`config.mk`:
```
export PLATFORM = sky130hd
export DESIGN_NAME = sram_req_arbiter_flat
export DESIGN_NICKNAME = d
export VERILOG_FILES = /design/src/rtl/sram_req_arbiter_if.sv /design/src/rtl/sram_req_arbiter.sv /design/src/flat_wrapper.sv
export SDC_FILE = /design/constraint.sdc
export NUM_CORES = 1
export LEC_CHECK = 0
export ABC_CLOCK_PERIOD_IN_PS = 2050
export BUFFER_PORTS_ARGS = -buffer_cell sky130_fd_sc_hd__buf_4
export CORE_AREA = 2 2 125 127
export DETAILED_ROUTE_END_ITERATION = 8
export DIE_AREA = 0 0 127 129
export PLACE_DENSITY = 0.4
export SYNTH_ARGS = -nofsm -noshare
export SYNTH_HDL_FRONTEND = slang
export SYNTH_SLANG_ARGS = --single-unit
```
`constraint.sdc`:
```
create_clock -name clk -period 2.05 [get_ports clk]
set_input_delay 0.41 -clock clk [delete_from_list [all_inputs] [get_ports clk]]
set_output_delay 0.41 -clock clk [all_outputs]
set_load 0.05 [all_outputs]
```
`src/rtl/sram_req_arbiter_if.sv`:
```
// One sram-like request/response port. The master drives the request fields;
// the slave answers with addr_ok/data_ok/rdata.
interface sram_req_arbiter_if #(
    parameter int unsigned ADDR_W = 32,
    parameter int unsigned DATA_W = 32
);
    localparam int unsigned STRB_W = DATA_W / 8;

    logic              req;
    logic              wr;
    logic [1:0]        size;
    logic [STRB_W-1:0] wstrb;
    logic [ADDR_W-1:0] addr;
    logic [DATA_W-1:0] wdata;
    logic              addr_ok;
    logic              data_ok;
    logic [DATA_W-1:0] rdata;

    modport master (
        output req, wr, size, wstrb, addr, wdata,
        input  addr_ok, data_ok, rdata
    );

    modport slave (
        input  req, wr, size, wstrb, addr, wdata,
        output addr_ok, data_ok, rdata
    );
endinterface

```
`src/rtl/sram_req_arbiter.sv`:
```
// Shares one sram-like memory port between the IF and EXE requesters, one transaction in flight.
// Define SRAM_ARB_RR_EN for round-robin tie-breaking; otherwise data always beats inst.
module sram_req_arbiter #(
    parameter int unsigned ADDR_W = 32,
    parameter int unsigned DATA_W = 32
) (
    input  logic               clk,
    input  logic               reset,
    sram_req_arbiter_if.slave  inst,
    sram_req_arbiter_if.slave  data,
    sram_req_arbiter_if.master mem
);
    localparam int unsigned STRB_W   = DATA_W / 8;
    localparam logic        OWN_INST = 1'b0;
    localparam logic        OWN_DATA = 1'b1;

    typedef enum logic [1:0] {
        IDLE = 2'd0,
        REQ  = 2'd1,
        RESP = 2'd2
    } state_t;

    state_t            state;
    logic              owner;
    logic              grant_data_c;
    logic              in_req;
    logic              in_resp;
    logic              sel_wr;
    logic [1:0]        sel_size;
    logic [STRB_W-1:0] sel_wstrb;
    logic [ADDR_W-1:0] sel_addr;
    logic [DATA_W-1:0] sel_wdata;

`ifdef SRAM_ARB_RR_EN
    logic last_owner;

    // On a tie the port that did not win the previous grant goes first.
    assign grant_data_c = data.req & (~inst.req | (last_owner == OWN_INST));
`else
    assign grant_data_c = data.req;
`endif

    always_ff @(posedge clk) begin
        if (reset) begin
            state <= IDLE;
            owner <= OWN_INST;
`ifdef SRAM_ARB_RR_EN
            last_owner <= OWN_INST;
`endif
        end else begin
            case (state)
                IDLE: begin
                    if (inst.req | data.req) begin
                        owner <= grant_data_c;
                        state <= REQ;
                    end
                end
                REQ: begin
                    if (mem.addr_ok) begin
`ifdef SRAM_ARB_RR_EN
                        last_owner <= owner;
`endif
                        state <= RESP;
                    end
                end
                RESP: begin
                    // A data_ok outside RESP belongs to nothing we track and is dropped.
                    if (mem.data_ok) begin
                        state <= IDLE;
                    end
                end
                default: state <= IDLE;
            endcase
        end
    end

    // Request fields come straight from the owner; nothing is latched.
    always_comb begin
        if (owner == OWN_DATA) begin
            sel_wr    = data.wr;
            sel_size  = data.size;
            sel_wstrb = data.wstrb;
            sel_addr  = data.addr;
            sel_wdata = data.wdata;
        end else begin
            sel_wr    = inst.wr;
            sel_size  = inst.size;
            sel_wstrb = inst.wstrb;
            sel_addr  = inst.addr;
            sel_wdata = inst.wdata;
        end
    end

    assign in_req  = (state == REQ);
    assign in_resp = (state == RESP);

    assign mem.req   = in_req;
    assign mem.wr    = in_req & sel_wr;
    assign mem.size  = in_req ? sel_size  : '0;
    assign mem.wstrb = in_req ? sel_wstrb : '0;
    assign mem.addr  = in_req ? sel_addr  : '0;
    assign mem.wdata = in_req ? sel_wdata : '0;

    assign inst.addr_ok = in_req  & (owner == OWN_INST) & mem.addr_ok;
    assign data.addr_ok = in_req  & (owner == OWN_DATA) & mem.addr_ok;
    assign inst.data_ok = in_resp & (owner == OWN_INST) & mem.data_ok;
    assign data.data_ok = in_resp & (owner == OWN_DATA) & mem.data_ok;

    assign inst.rdata = mem.rdata;
    assign data.rdata = mem.rdata;
endmodule

```
`src/flat_wrapper.sv`:
```
// flat-port wrapper written by rule: the top's interface ports become plain ports
module sram_req_arbiter_flat 
#(
    parameter int unsigned ADDR_W = 32,
    parameter int unsigned DATA_W = 32
)
  (clk, reset, inst_req, inst_wr, inst_size, inst_wstrb, inst_addr, inst_wdata, inst_addr_ok, inst_data_ok, inst_rdata, data_req, data_wr, data_size, data_wstrb, data_addr, data_wdata, data_addr_ok, data_data_ok, data_rdata, mem_req, mem_wr, mem_size, mem_wstrb, mem_addr, mem_wdata, mem_addr_ok, mem_data_ok, mem_rdata);
  sram_req_arbiter_if #(.ADDR_W(ADDR_W), .DATA_W(DATA_W)) inst_i ();
  sram_req_arbiter_if #(.ADDR_W(ADDR_W), .DATA_W(DATA_W)) data_i ();
  sram_req_arbiter_if #(.ADDR_W(ADDR_W), .DATA_W(DATA_W)) mem_i ();
  input  logic clk;
  input  logic reset;
  input wire logic [$bits(inst_i.req)-1:0] inst_req;
  input wire logic [$bits(inst_i.wr)-1:0] inst_wr;
  input wire logic [$bits(inst_i.size)-1:0] inst_size;
  input wire logic [$bits(inst_i.wstrb)-1:0] inst_wstrb;
  input wire logic [$bits(inst_i.addr)-1:0] inst_addr;
  input wire logic [$bits(inst_i.wdata)-1:0] inst_wdata;
  output wire logic [$bits(inst_i.addr_ok)-1:0] inst_addr_ok;
  output wire logic [$bits(inst_i.data_ok)-1:0] inst_data_ok;
  output wire logic [$bits(inst_i.rdata)-1:0] inst_rdata;
  input wire logic [$bits(data_i.req)-1:0] data_req;
  input wire logic [$bits(data_i.wr)-1:0] data_wr;
  input wire logic [$bits(data_i.size)-1:0] data_size;
  input wire logic [$bits(data_i.wstrb)-1:0] data_wstrb;
  input wire logic [$bits(data_i.addr)-1:0] data_addr;
  input wire logic [$bits(data_i.wdata)-1:0] data_wdata;
  output wire logic [$bits(data_i.addr_ok)-1:0] data_addr_ok;
  output wire logic [$bits(data_i.data_ok)-1:0] data_data_ok;
  output wire logic [$bits(data_i.rdata)-1:0] data_rdata;
  output wire logic [$bits(mem_i.req)-1:0] mem_req;
  output wire logic [$bits(mem_i.wr)-1:0] mem_wr;
  output wire logic [$bits(mem_i.size)-1:0] mem_size;
  output wire logic [$bits(mem_i.wstrb)-1:0] mem_wstrb;
  output wire logic [$bits(mem_i.addr)-1:0] mem_addr;
  output wire logic [$bits(mem_i.wdata)-1:0] mem_wdata;
  input wire logic [$bits(mem_i.addr_ok)-1:0] mem_addr_ok;
  input wire logic [$bits(mem_i.data_ok)-1:0] mem_data_ok;
  input wire logic [$bits(mem_i.rdata)-1:0] mem_rdata;
  assign inst_i.req = inst_req;
  assign inst_i.wr = inst_wr;
  assign inst_i.size = inst_size;
  assign inst_i.wstrb = inst_wstrb;
  assign inst_i.addr = inst_addr;
  assign inst_i.wdata = inst_wdata;
  assign inst_addr_ok = inst_i.addr_ok;
  assign inst_data_ok = inst_i.data_ok;
  assign inst_rdata = inst_i.rdata;
  assign data_i.req = data_req;
  assign data_i.wr = data_wr;
  assign data_i.size = data_size;
  assign data_i.wstrb = data_wstrb;
  assign data_i.addr = data_addr;
  assign data_i.wdata = data_wdata;
  assign data_addr_ok = data_i.addr_ok;
  assign data_data_ok = data_i.data_ok;
  assign data_rdata = data_i.rdata;
  assign mem_req = mem_i.req;
  assign mem_wr = mem_i.wr;
  assign mem_size = mem_i.size;
  assign mem_wstrb = mem_i.wstrb;
  assign mem_addr = mem_i.addr;
  assign mem_wdata = mem_i.wdata;
  assign mem_i.addr_ok = mem_addr_ok;
  assign mem_i.data_ok = mem_data_ok;
  assign mem_i.rdata = mem_rdata;
  sram_req_arbiter #(.ADDR_W(ADDR_W), .DATA_W(DATA_W)) u_core (.clk(clk), .reset(reset), .inst(inst_i), .data(data_i), .mem(mem_i));
endmodule
```
==> qor.csv <==
metric,value,unit
run status,finished clean,
largest net degree at the start of global routing,57,
Die Span Y,129,um
count of final max-slew check failures,0,
CP cell instances,"buf_12, mux2i_1, nor2_1, buf_4",
cell leakage power,1.62,nW
Setup TNS Final,0,ns
Worst Hold Class,in2reg,
Avg WL per Cell,11.8,um
area delta synth->final,75.9,%
GP Congestion,0.705,
Worst Setup Path Type,reg2out,
H-Tree Depth,1,
Fillers,1676,
critical path's slowest cell,dfxtp_4,
# diodes,0,
CORE AREA,15000,um2
Final ANT Viol Nets,0,
count of warnings emitted by yosys,0,
CP peak stage delay,0.50,ns
Tmin final,1.91,ns
fmax,524,MHz
share of post-route cells with drive strength above 1,59.9,%
WP data required,1.64,ns
RSZ-0062 raised after global routing,no,
I/O pins,320,
CTS tree,done,
clk_lat worst skew,0.22,ns
All-Layer GR Usage,7.04,%
Clock Skew,0.000351,ns
Detail Placement HPWL,5.70,mm
initial core utilization,12.2,%
register area share after synthesis,3.29,%
DRT Pass-1 Iters,4,
"non-filler cells, final",580,
synthesized area,1830,um2
via count,2115,
maximum vdd drop,186,uV
Die ar.,16400,um2
vias in the first global route,1961,
post-synth cell types,19,
CP bufs+invs,2,
"Hold Vio Cnt, Final",0,
remaining global-route overflow,0,
PortBufs,223,
Row Count,45,
initial antenna violation count,0,
Max Buffers Root-to-Sink,2,
chip width,127,um
DRC viols,0,
CP Launch Type,flip-flop,
Nets,573,
Slew HR,79.5,%
Critical Path AT,1.50,ns
CTS Sinks,3,
syn_area_per_cell,7.58,um2
crit-path leading delay family,flip-flops,
Mapped Cells,241,
"Setup Fix Bufs, Post-CTS",0,
CP Capture Type,output port,
number of synthesized register bits,3,
CTS root buf,clkbuf_16,
Post-Syn Nets,421,
MaxCap Viol Count,0,
Resized Gates After CTS,0,
worst-path fanout max,29,
cts hold-fix bufs,0,
vias per cell,3.65,
final setup violation count,0,
Worst Tran Pin Value,0.307,ns
P per Cell Area,494,nW/um2
total wire length,6.83,mm
CTS Buf Count,3,
Initial DRC Count,28,
first-pass GRT wire length,9.34,mm
clk slew on worst S/H paths,0.03,ns
dpl cells,576,
Final Cycle Share,93.1,%
==> per-stage QoR <==
step	hold slack [ns]	utilization [%]	power [mW]	instance area, um2	worst slack [ns]
5_1_grt	0.376	21.5	1.67	3210	0.0632
6_report	0.374	21.5	1.59	3210	0.142
4_1_cts	0.370	21.5	1.61	3210	0.107
3_5_place_dp	0.538	20.9	1.29	3130	0.348
2_1_floorplan	0.475	-	1.21	1830	0.188
3_3_place_gp	0.533	20.9	1.29	3130	0.385
==> worst register-to-register path, cell delays in order (launching register included) <==
cell	delay (ns)
dfxtp_1	0.38
or4b_1	0.55
o31ai_1	0.09
==> cells in the mapped netlist <==
| cell type | instances | share of area, % |
|---|---|---|
| a2111oi_1 | 1 | 0.55 |
| a21oi_1 | 1 | 0.27 |
| and4b_2 | 1 | 0.62 |
| and4bb_2 | 1 | 0.68 |
| buf_4 | 65 | 27 |
| buf_6 | 8 | 4.9 |
| buf_8 | 6 | 4.9 |
| clkbuf_4 | 2 | 0.82 |
| dfxtp_1 | 3 | 3.3 |
| inv_1 | 2 | 0.41 |
| mux2i_1 | 71 | 39 |
| nand2b_1 | 1 | 0.34 |
| nand3b_1 | 1 | 0.41 |
| nor2_1 | 73 | 15 |
| nor3_1 | 1 | 0.27 |
| nor3b_1 | 1 | 0.41 |
| o31ai_1 | 1 | 0.41 |
| or3b_1 | 1 | 0.48 |
| or4b_1 | 1 | 0.55 |
==> where the power goes <==
part,switching (mW),internal (mW)
registers,0.0211,0.0645
clock network,0.0542,0.257
logic,0.701,0.491
total,0.776,0.812
==> layout by cell type (no fill, tap or decap), types with 2 or more instances in the layout <==
cell | Yosys | final
buf_12 | 0 | 3
dfxtp_1 | 3 | 2
buf_4 | 65 | 225
mux2i_1 | 71 | 71
inv_1 | 2 | 2
nor2_1 | 73 | 73
clkbuf_16 | 0 | 3
==> per-layer routing <==
layer / up-vias / share of wire [%] / track usage, %
li1: 1032 / - / -
met1: 897 / 32 / 6.36
met2: 156 / 55 / 14.5
met3: 30 / 11 / 1.54
met4: 0 / 2.5 / 3.62
met5: - / 0 / 0
==> flip-flops by register name, indices dropped and copies added, names as in the netlist <==
name,count
u_core.owner,1
u_core.state,2
==> worst paths after layout <==
check | start | to | slack, ns | cells past startpoint
worst max-delay path | u_core.owner | mem_addr[8] | 0.14 | 4
worst min-delay path | reset | u_core.state[1] | 0.37 | 2
worst max register to register | u_core.state[0] | u_core.owner | 0.93 | 2
worst min register to register | u_core.state[1] | u_core.state[0] | 0.55 | 1
==> layout make-up <==
cell class	count	area, um2	area share [%]
Inverter	2	7.51	0.234
Clock buffer	4	78.8	2.45
Sequential cell	3	63.8	1.99
Tap cell	188	235	7.32
Timing Repair Buffer	228	1750	54.4
Multi-Input combinational cell	155	1080	33.6
==> cell families (layout without fill, tap and decap cells) <==
family | after synthesis | in the layout | share of synthesized area, %
muxes | 71 | 71 | 38.9
and+or+nand+nor | 81 | 81 | 18.8
buffers and inverters | 83 | 234 | 37.8
DFF | 3 | 3 | 3.29
AOI/OAI and AO/OA | 3 | 3 | 1.23
(Power assumes the default switching activity.)
